--- src/rtl/maxpool2x2_column.sv ---
// Streaming 2x2 max-pool: buffers an even column, pools it with the following odd column,
// and emits COLUMN_SIZE/2 registered signed maxima, flagging the last pooled column of each map.
module maxpool2x2_column #(
    parameter int COLUMN_SIZE = 24,
    parameter int MAP_WIDTH   = 24
) (
    input  logic                              clk,
    input  logic                              rst,
    input  logic                              in_valid,
    output logic                              in_ready,
    input  logic [COLUMN_SIZE-1:0][15:0]      data_in,
    output logic                              out_valid,
    input  logic                              out_ready,
    output logic [COLUMN_SIZE/2-1:0][15:0]    data_out,
    output logic                              out_last
);

    localparam int POOLED_COLS = MAP_WIDTH / 2;
    localparam int IDX_W       = (POOLED_COLS > 1) ? $clog2(POOLED_COLS) : 1;
    localparam logic [IDX_W-1:0] LAST_IDX = IDX_W'(POOLED_COLS - 1);

    typedef enum logic [1:0] {
        S_FIRST,
        S_SECOND,
        S_OUT
    } state_t;

    state_t                             state_q, state_d;
    logic [COLUMN_SIZE-1:0][15:0]       col_buf_q, col_buf_d;
    logic [COLUMN_SIZE/2-1:0][15:0]     data_out_q, data_out_d;
    logic                               out_last_q, out_last_d;
    logic [IDX_W-1:0]                   pool_idx_q, pool_idx_d;
    logic                               in_xfer;

    function automatic logic [15:0] max2(input logic [15:0] a, input logic [15:0] b);
        return ($signed(a) >= $signed(b)) ? a : b;
    endfunction

    // S_OUT only accepts a new column when the pending result leaves in the same cycle
    assign in_ready  = !rst && ((state_q != S_OUT) || out_ready);
    assign out_valid = (state_q == S_OUT);
    assign data_out  = data_out_q;
    assign out_last  = out_last_q;
    assign in_xfer   = in_valid && in_ready;

    always_comb begin
        state_d    = state_q;
        col_buf_d  = col_buf_q;
        data_out_d = data_out_q;
        out_last_d = out_last_q;
        pool_idx_d = pool_idx_q;
        case (state_q)
            S_FIRST: begin
                if (in_xfer) begin
                    col_buf_d = data_in;
                    state_d   = S_SECOND;
                end
            end
            S_SECOND: begin
                if (in_xfer) begin
                    for (int k = 0; k < COLUMN_SIZE / 2; k++) begin
                        data_out_d[k] = max2(max2(col_buf_q[2*k], col_buf_q[2*k+1]),
                                             max2(data_in[2*k], data_in[2*k+1]));
                    end
                    out_last_d = (pool_idx_q == LAST_IDX);
                    state_d    = S_OUT;
                end
            end
            S_OUT: begin
                if (out_ready) begin
                    pool_idx_d = out_last_q ? '0 : pool_idx_q + 1'b1;
                    if (in_xfer) begin
                        col_buf_d = data_in;
                        state_d   = S_SECOND;
                    end else begin
                        state_d   = S_FIRST;
                    end
                end
            end
            default: state_d = S_FIRST;
        endcase
    end

    always_ff @(posedge clk) begin
        if (rst) begin
            state_q    <= S_FIRST;
            data_out_q <= '0;
            out_last_q <= 1'b0;
            pool_idx_q <= '0;
        end else begin
            state_q    <= state_d;
            data_out_q <= data_out_d;
            out_last_q <= out_last_d;
            pool_idx_q <= pool_idx_d;
        end
    end

    // The column buffer needs no reset: it is always written before it is read
    always_ff @(posedge clk) begin
        col_buf_q <= col_buf_d;
    end

endmodule

--- config.mk ---
export PLATFORM = sky130hd
export DESIGN_NAME = maxpool2x2_column
export DESIGN_NICKNAME = d
export VERILOG_FILES = /design/src/rtl/maxpool2x2_column.sv
export SDC_FILE = /design/constraint.sdc
export NUM_CORES = 2
export LEC_CHECK = 0
export BUFFER_PORTS_ARGS = -buffer_cell sky130_fd_sc_hd__buf_2
export CORE_MARGIN = 8
export CORE_UTILIZATION = 58
export DETAILED_ROUTE_END_ITERATION = 12
export PLACE_DENSITY = 0.9
export RECOVER_POWER = 50
export SYNTH_ARGS = -nofsm -noshare
export SYNTH_HDL_FRONTEND = slang
export SYNTH_SLANG_ARGS = --single-unit
--- constraint.sdc ---
create_clock -name clk -period 17.8 [get_ports clk]
set_input_delay 3.56 -clock clk [delete_from_list [all_inputs] [get_ports clk]]
set_output_delay 3.56 -clock clk [all_outputs]
set_load 0.1 [all_outputs]
==> key figures <==
Detailed routing
  – DR vias/cell: between 6 and 7
  – Final ANT Viol Nets: 0
  – DR pass1 iterations: 6
  – Routed wire length per instance: 23.2 µm
  – Drt drc: 0
  – Total Wirelength: ~130000 µm
  – Via count: 35800
  – Initial drt markers: approximately 3700

Power and ir drop
  – Peak supply drop: about 74 µV
  – Total chip power: 4450 µW
  – Pwr dens: around 100 mW/mm²
  – Leakage power: 0.0203 µW

Clock tree
  – Skew-Pair Late Insertion Delay: about 0.61 ns
  – Clk slew on worst S/H paths: approximately 0.060 ns
  – H-tree depth: 3
  – Resized Gates After CTS: 0
  – Post-CTS setup buffers: 0
  – Root Driver: clkbuf_16
  – CTS max path bufs: 3
  – Hold bufs inserted after CTS: 0
  – CTS tree: built
  – CTS Buf Count: 66
  – Clk sinks: approximately 600

Floorplanning
  – Core box area: roughly 0.069 mm²
  – Row cnt: 96
  – Die area: just under 0.08 mm²
  – Initial Util: 0.586
  – Die Height: 279 µm
  – Number of top-level pins: ~600
  – Die W: 279 µm

Synthesis
  – Ys async rst share: 0
  – Ys flop type: edfxtp_1
  – Cell area after synthesis: between 0.04 and 0.05 mm²
  – Synth cell types: 81
  – Synth warnings: 0
  – Syn Inst Count: slightly below 4000
  – Post-synth net total: around 4900
  – Synth top area share: 0.287
  – #FFs+latches synth: a little under 600
  – Synth area leader: edfxtp_1
  – Synth area leaders: edfxtp_1, ha_1, dfxtp_1
  – Sequential share of the synthesized area: 0.386
  – Synthesized area per cell: 10.2 µm²
  – Number of flops mapped to enable cells by yosys: approximately 380

STA
  – Max-slew violations: around 200
  – Final setup viols: 0
  – RSZ-0062 raised after global routing: no
  – Hold_ws: between 0.4 and 0.5 ns
  – Fmax achieved: 89.5 MHz
  – Slew @ Worst Pin: approximately 5 ns
  – Rel. slew slack: -2.24
  – Final Hold Fails: 0
  – Setup tns final: 0 ns
  – Clock skew: ~0.035 ns
  – Final min period: ~11 ns
  – Period utilisation layout: 0.628

Outcome
  – Failing checks: capacitance limit, slew limit
  – Status: complete, but fails checks

Worst setup path
  – R2R Setup Slk: around 12 ns
  – Worst setup path end: in_ready
  – R2r endpoint: data_out[155]
  – Setup crit start kind: primary input
  – CP arrival: about 7.6 ns
  – Reg2reg path depth: 17
  – Reg2reg start: col_buf_q[319]
  – Maximum fanout along the worst path: 100
  – WS Path Type: primary input to primary output
  – CP required: roughly 14 ns
  – Critical Path Start: rst
  – Nature of the critical path endpoint: primary output

Placement
  – Placement Cell Area: roughly 0.044 mm²
  – DP HPWL: between 90000 and 100000 µm
  – GPL Wtd Cong: around 1
  – PortBufs: 582

Global route
  – Antenna violations before repair: 32
  – Global-route wire length before repair: approximately 200000 µm
  – Gr ovfl total: 0
  – Largest net degree at the start of global routing: 101
  – Tot GR Track Use: 0.311
  – Vias in the first global route: 36000

Finish
  – Synth-to-layout area growth: 13.6%
  – Final Instance Area: between 0.04 and 0.05 mm²
  – Share of cells above drive strength 1: 0.0662
  – Nets@finish: between 5000 and 6000

Hold path
  – HP Class: register to register

Job
  – Maxcap violations: 3
[how the worst min path moves through the flow]
stage                                to  cells after the start     startpoint  slack [ns]
after floorplan           pool_idx_q[3]                      2  pool_idx_q[3]        0.46
after global placement    data_out[157]                      2  data_out[157]        0.43
after detailed placement  data_out[156]                      2  data_out[156]        0.44
after CTS                 data_out[157]                      2  data_out[157]        0.45
after global routing      data_out[157]                      2  data_out[157]        0.49
final                     data_out[157]                      2  data_out[157]        0.46
[area by class of cell]
| cell class | count | area, µm² |
|---|---|---|
| inverter | 552 | 2070 |
| tap | 931 | 1160 |
| timing repair buffer | 625 | 2590 |
| fill | 5215 | 22900 |
| clock buffer | 87 | 1840 |
| sequential | 583 | 15500 |
| multi-input combinational | 2651 | 22000 |
| antenna | 26 | 65.1 |
| clock inverter | 34 | 448 |
[flip-flops by register name (all words and copies together) (netlist names)]
signal and flops:
data_out 192, state_q 2, out_last 1, col_buf_q 384, pool_idx_q 4
[cell usage after synthesis, drive strengths merged, types with 50 or more instances]
cell / n
a21o: 101
inv: 551
a2111oi: 54
nand2: 127
a211oi: 62
clkbuf: 115
o21ai: 119
nand3: 98
nand3b: 129
mux2i: 239
o221ai: 113
a21oi: 233
and2: 52
a211o: 50
edfxtp: 384
nand4: 131
nor2: 82
ha: 577
dfxtp: 199
[placed cells by master, fill, tap and decap left out, types with 81 or more instances in the layout]
master,count
nand3_1,98
nand2_1,127
a21o_1,101
edfxtp_1,384
nand3b_1,129
nand4_1,130
o21ai_0,110
dfxtp_1,199
nor2_1,81
o221ai_1,113
ha_1,577
a21oi_1,233
clkbuf_1,523
mux2i_1,226
inv_1,551
[worst max-delay path, stage by stage]
cell and delay [ns]:
clkbuf_1 3.35, nor2_1 0.21, buf_2 0.48
[metrics by stage]
step | cells | setup WS (ns) | util
floorplan | 3940 | 2.87 | -
global placement | 5342 | 9.33 | 0.641
detailed placement | 5342 | 9.11 | 0.641
CTS | 5463 | 9.37 | 0.675
global route | 5481 | 6.47 | 0.666
finish | 5489 | 6.62 | 0.666
[where the power goes]
part / internal, µW / total (µW) / switching, µW
Clock: 867 / 1460 / 590
Sequential: 1540 / 1600 / 59.6
Combinational: 416 / 1390 / 971
Total: 2820 / 4450 / 1620
[cells by family (layout without fill, tap and decap cells)]
logic type | Yosys count | count (layout) | share of synthesized area
other | 0 | 26 | 0
buffers and inverters | 706 | 1298 | 0.0692
muxes | 284 | 284 | 0.0750
xor gates and xnor gates | 1 | 1 | 0.000218
adders and majority gates | 577 | 577 | 0.180
AOI/OAI and AO/OA | 977 | 977 | 0.172
and+or+nand+nor | 812 | 812 | 0.118
DFF | 583 | 583 | 0.386
[layer usage]
metal | wire (µm) | GRT usage | vias to the layer above
li1 | - | - | 16100
met1 | 46700 | 0.368 | 16800
met2 | 58600 | 0.508 | 2266
met3 | 13400 | 0.0749 | 570
met4 | 8340 | 0.191 | 20
met5 | 119 | 0 | -
Note: power is estimated with default switching activity, not from simulation.
